### config.mk
export PLATFORM = sky130hd
export DESIGN_NAME = banked_read_mux
export DESIGN_NICKNAME = d
export VERILOG_FILES = /design/src/rtl/banked_read_mux.sv
export SDC_FILE = /design/constraint.sdc
export NUM_CORES = 1
export LEC_CHECK = 0
export CAP_MARGIN = 20
export CORE_MARGIN = 2
export CORE_UTILIZATION = 55
export CTS_BUF_LIST = sky130_fd_sc_hd__clkbuf_16
export CTS_CLUSTER_SIZE = 8
export DETAILED_ROUTE_END_ITERATION = 16
export PLACE_DENSITY = 0.85
export SYNTH_ARGS = -nofsm -noshare
export SYNTH_HDL_FRONTEND = slang
export SYNTH_SLANG_ARGS = --single-unit
### constraint.sdc
create_clock -name clk -period 1.7 [get_ports clk]
set_input_delay 0.17 -clock clk [delete_from_list [all_inputs] [get_ports clk]]
set_output_delay 0.17 -clock clk [all_outputs]
set_load 0.005 [all_outputs]
### src/rtl/banked_read_mux.sv
// Banked register file with a registered read port; reads return one cycle after acceptance.
// A held response stalls new reads (OUT_rready low) until the consumer takes it.
module banked_read_mux #(
  parameter int WIDTH   = 32,
  parameter int DEPTH   = 4,
  parameter int BANKS   = 2,
  parameter int DEFAULT = 42,
  localparam int ENTRIES = BANKS * DEPTH,
  localparam int AW      = (ENTRIES > 1) ? $clog2(ENTRIES) : 1
) (
  input  logic             clk,
  input  logic             rst,
  input  logic             IN_wen,
  input  logic [AW-1:0]    IN_waddr,
  input  logic [WIDTH-1:0] IN_wdata,
  input  logic             IN_rvalid,
  input  logic [AW-1:0]    IN_raddr,
  output logic             OUT_rready,
  output logic             OUT_rvalid,
  output logic [WIDTH-1:0] OUT_rdata,
  input  logic             IN_ready
);

  // One extra address bit so DEPTH and ENTRIES are representable even when ENTRIES == 2**AW.
  localparam int AX = AW + 1;
  localparam logic [WIDTH-1:0] DEF_W   = WIDTH'(DEFAULT);
  localparam logic [AX-1:0]    DEPTH_X = AX'(DEPTH);
  localparam logic [AX-1:0]    ENT_X   = AX'(ENTRIES);

  logic [WIDTH-1:0] mem_q [ENTRIES];
  logic [WIDTH-1:0] mem_d [ENTRIES];
  logic             rvalid_q, rvalid_d;
  logic [WIDTH-1:0] rdata_q, rdata_d;

  logic [AX-1:0]    raddr_x, waddr_x, bank_sel, entry_sel;
  logic [WIDTH-1:0] bank_word [BANKS];
  logic [WIDTH-1:0] rd_word;
  logic             accept, wr_hit, bypass;

  assign raddr_x    = {1'b0, IN_raddr};
  assign waddr_x    = {1'b0, IN_waddr};
  assign bank_sel   = raddr_x / DEPTH_X;
  assign entry_sel  = raddr_x % DEPTH_X;
  assign wr_hit     = IN_wen && (waddr_x < ENT_X);
  assign bypass     = wr_hit && (IN_waddr == IN_raddr);
  assign OUT_rready = !rvalid_q || IN_ready;
  assign accept     = IN_rvalid && OUT_rready;
  assign OUT_rvalid = rvalid_q;
  assign OUT_rdata  = rdata_q;

  always_comb begin
    for (int b = 0; b < BANKS; b++) begin
      bank_word[b] = DEF_W;
      for (int e = 0; e < DEPTH; e++) begin
        if (entry_sel == AX'(e)) bank_word[b] = mem_q[b*DEPTH + e];
      end
    end
  end

  // Out-of-range addresses decode to a bank index >= BANKS and fall through to DEFAULT.
  always_comb begin
    rd_word = DEF_W;
    for (int b = 0; b < BANKS; b++) begin
      if (bank_sel == AX'(b)) rd_word = bank_word[b];
    end
  end

  always_comb begin
    mem_d = mem_q;
    for (int i = 0; i < ENTRIES; i++) begin
      if (wr_hit && (waddr_x == AX'(i))) mem_d[i] = IN_wdata;
    end
    rvalid_d = accept || (rvalid_q && !IN_ready);
    rdata_d  = rdata_q;
    if (accept) rdata_d = bypass ? IN_wdata : rd_word;
  end

  always_ff @(posedge clk) begin
    if (rst) begin
      for (int i = 0; i < ENTRIES; i++) mem_q[i] <= DEF_W;
      rvalid_q <= 1'b0;
      rdata_q  <= DEF_W;
    end else begin
      mem_q    <= mem_d;
      rvalid_q <= rvalid_d;
      rdata_q  <= rdata_d;
    end
  end

endmodule

; ---- Word-level counts from Yosys, hierarchy flattened
; Index checks and enable logic that the tools add are counted.
[classes]
n_lt_le_gt_ge = 1
n_eq_ne = 11
muxes = 11
n_reduce_logical = 19
[op_table]
columns = cell, n
row1 = 32-bit two-way mux, 11
row2 = 3-bit equality test (second input constant), 4
row3 = 1-bit logical AND, 12
row4 = 4-bit zero test, 3
row5 = 3-bit by 2-bit equality test with 1-bit output (second input constant), 2
row6 = 2-bit equality test (second input constant), 2
row7 = 3-bit by 4-bit less-than comparator with 1-bit output (second input constant), 1
row8 = 3-bit by 1-bit equality test with 1-bit output (second input constant), 1
row9 = 3-bit equality test, 1
row10 = 2-bit by 1-bit equality test with 1-bit output (second input constant), 1
row11 = 1-bit zero test, 2
row12 = 1-bit logical OR, 2
[word_totals]
reg_bits = 289
input_bits = 43
wordCells = 52

; ---- Longest topological paths before layout
[logic_depth]
depth_word = 8
mapped_depth = 7
ltp_nobuf = 4

; ---- Worst setup path after synthesis
; No wires, ideal clock.
[synth_timing]
path_kind = input port to flip-flop
startpoint = input port IN_raddr[0]
endpoint = register rdata_q[30] (netlist: OUT_rdata[30])
setup_time_ns = 0.128
arrival_ns = 1.463
setup_slack_ns = 0.110
cell_stages = 6
n_path_buf = 2
cell_sequence = buf_6 buf_6 mux4_2 and2_1 a2111oi_2 nor4_1
[synth_via]
elab_chain_len = 8
[synth_rtl]
columns = item, line_no
row1 = from (decl), 17  ; input logic [AW-1:0] IN_raddr,
row2 = 4-bit zero test, 55  ; if (entry_sel == AX'(e)) bank_word[b] = mem_q[b*DEPTH + e];
row3 = 32-bit two-way mux (4 in a row), 55
row4 = 32-bit two-way mux (2 in a row), 64  ; if (bank_sel == AX'(b)) rd_word = bank_word[b];
row5 = 32-bit two-way mux (*), 75  ; if (accept) rdata_d = bypass ? IN_wdata : rd_word;
row6 = to (signal assigned), 86  ; rdata_q <= rdata_d;
row7 = to (decl), 33  ; logic [WIDTH-1:0] rdata_q, rdata_d;
; Every way passes the cells marked *; elsewhere a longest branch is shown, timed or not.
; A chain may end at the register's enable or synchronous reset.

; ---- Worst setup path after layout
[layout_timing]
startpoint = register rdata_q[2] (netlist: OUT_rdata[2])
endpoint = output port OUT_rdata[2]
[layout_lines]
columns = item, line_no
row1 = to (decl), 20  ; output logic [WIDTH-1:0] OUT_rdata,
; No word-level cell between the ends.

==> metrics.txt <==
outcome finished clean; clock tree sinks 289; post-CTS resize count 0; Ports 77; Largest stage delay, worst path 0.53 ns; count of routing violations after the opening detailed-route iteration 1253; sum of routed wire length over all layers 39.26 mm; data arrival time of the critical path 1.46 ns; average via count per standard cell 6.384; total die area 24250 um^2; Port-buffer cells 76; worst-case headroom to the max-slew limit 0.6192; fraction of layout cells with a size suffix above 1 0.1255; Hold Vio Cnt, Final 0; compound-gate portion of the synthesized area 0.1843; total of hold buffers inserted after clock tree synthesis 0; number of design rule violations left after detail routing 0; simple logic cell fraction of the synthesized area 0.2314; Period Utilization, post-route 0.9594; cell area after layout 15280 um^2; global-route congestion overflow total 0; Starting Density 0.5593; uppermost routed layer met4; stages on the worst setup path 1; initial antenna violation count 0; minimum setup slack among reg-to-reg paths 0.14 ns; Setup Buffers After CTS 1; Fmax 0.6131 GHz; Worst Reg-to-Reg Cells 4; Setup Skew 0.01719 ns; mean routed wirelength per cell 20.54 um; worst-margin pin slew 0.5712 ns; Warnings, synthesis 0; path type of the worst min-delay path input port to flip-flop; summed instance area of the synthesized netlist 12660 um^2; number of cells produced by synthesis 1578; worst endpoint required time 1.53 ns; Setup crit end OUT_rdata[2]; worst r2r src mem_q[248]; crit end category output pin; cell with the largest stage delay on the worst path sky130_fd_sc_hd__clkdlybuf4s50_1; Setup crit start kind flip-flop; leading cell type in the layout, fill and taps excluded sky130_fd_sc_hd__nand2_1; count of cell types in the netlist 35; worst-path cell chain clkdlybuf4s50_1; number of diodes 0; final slew viol count 0; total chip power 16.04 mW; detailed-placement wirelength estimate 22.95 mm; number of synthesized register bits 289; peak ir drop on the vdd network 0.9014 mV; buffer and inverter count on the worst path 1; filler cell count in the final layout 1691; max capacitance violation total 0; detailed-routing iteration count for the pre-antenna-repair pass 5; source of the critical timing path OUT_rdata[2]; kind of cell with the highest combined delay on the critical path buffers and inverters; Pleak 5.422 nW; clock insertion delay at the later pin of the skew report 0.53 ns; via count 12200; highest net fanout along the worst path 2; Overall Global Routing Usage 0.3214; placer's final routability congestion estimate 0.8238; leading cell types in the layout, fill and taps excluded sky130_fd_sc_hd__nand2_1 (518), sky130_fd_sc_hd__dfxtp_1 (289), sky130_fd_sc_hd__a21oi_1 (233), sky130_fd_sc_hd__clkdlybuf4s50_1 (72), sky130_fd_sc_hd__buf_4 (67); met1 wire length 14.43 mm; largest net degree at the start of global routing 79; critical setup path kind flip-flop to output pin; share of synthesized area spent on multiplexers 0.06601; Worst Hold Margin 0.2364 ns; clk slew on worst S/H paths 0.05 ns; syn avg cell area 8.024 um^2; Synthesized Nets 1621; synthesized-area fraction occupied by xor and xnor cells 0.002075; CTS tree built; P per Cell Area 1050 nW/um^2; minimum setup slack after placement -0.1773 ns; root buffer cell sky130_fd_sc_hd__clkbuf_16; RSZ-0062 raised after global routing no; combinational family with the most area after synthesis simple AND/OR/NAND/NOR gates; standard-cell rows 55; capture point of the worst reg-to-reg path OUT_rdata[24]; Routed Antenna Nets 0; post-layout minimum cycle time 1.631 ns; CTS H-Tree Depth 2; share of the yosys chip area belonging to registers 0.4569; width of the die 155.7 um; area of the core 22640 um^2; Placed Area 14160 um^2; die outline height 155.7 um; final layout net count 1666; adder and majority cell fraction of the synthesized area 0; synth-to-layout area growth 20.71%; Worst Slack Setup Final 0.06906 ns; DR WL met3 4.264 mm; CTS max path bufs 3; first-pass GRT wire length 62.17 mm; met2 layer wire length in the routed design 18.41 mm; total setup violations reported at the end of the flow 0; TritonCTS Buffers 42; vias in the first global route 12096
worst min-delay path by stage:
stage / from / to / slack, ns / depth (start not counted)
after floorplan: IN_rvalid / OUT_rvalid / 0.30 / 2
after CTS: rst / mem_q[100] / 0.23 / 2
after detailed placement: mem_q[233] / mem_q[233] / 0.45 / 2
after global placement: mem_q[235] / mem_q[235] / 0.44 / 2
final: rst / mem_q[100] / 0.24 / 2
after global routing: rst / mem_q[100] / 0.25 / 2
logic make-up after synthesis:
group,Yosys count
buffers and inverters,174
and+or+nand+nor,698
muxes,67
xor gates and xnor gates,3
DFF,289
AOI/OAI and AO/OA,347
routing by layer:
layer  vias to the layer above  global-route usage
li1                       5477                   -
met1                      5752              0.3891
met2                       792              0.5421
met3                       179             0.05389
met4                         0              0.1844
met5                         -                   0
layout make-up:
type                    instances  area, um^2  share of cell area
clock buffers                  43        1076             0.07040
clock inverters                 4       45.04            0.002947
inverters                       3       11.26           0.0007367
multi-input cells            1115        6162              0.4032
flip-flops and latches        289        5786              0.3785
well taps                     285       356.6             0.02333
repair buffers                172        1848              0.1209
flip-flops by register name, summed over array words and instances, names as in the netlist:
register    cells
OUT_rdata      32
OUT_rvalid      1
mem_q         256
cell usage after synthesis, drive strengths merged:
library cell	instances	share of area
a2111oi	29	0.034
a221o	28	0.022
nand3	31	0.012
nand4	3	0.0015
nand2b	4	0.0020
nor4	35	0.017
and4	1	0.00069
a22o	27	0.019
mux4	8	0.014
nor2	36	0.011
buf	27	0.016
mux2	31	0.030
o211ai	27	0.016
inv	3	0.00089
nor3	37	0.015
o21ai	1	0.00039
o31ai	1	0.00059
and2	2	0.00099
nor2b	4	0.0020
clkbuf	144	0.043
a21oi	233	0.092
nand2	519	0.15
mux2i	28	0.022
a31oi	1	0.00049
nand3b	24	0.014
dfxtp	289	0.46
and3b	2	0.0014
xnor2	3	0.0021
where the power goes:
group / switching [mW] / internal (mW)
combinational: 0.956 / 0.698
clock: 2.84 / 4.44
sequential: 0.121 / 6.99
total: 3.92 / 12.1
metrics by stage:
step	util	instances	TNS (ns)
2_1_floorplan	-	1578	0
6_report	0.6751	1911	0
3_5_place_dp	0.6253	1863	-20.24
5_1_grt	0.6751	1911	0
4_1_cts	0.6751	1911	0
3_3_place_gp	0.6253	1863	-7.758
(Power assumes the default switching activity.)
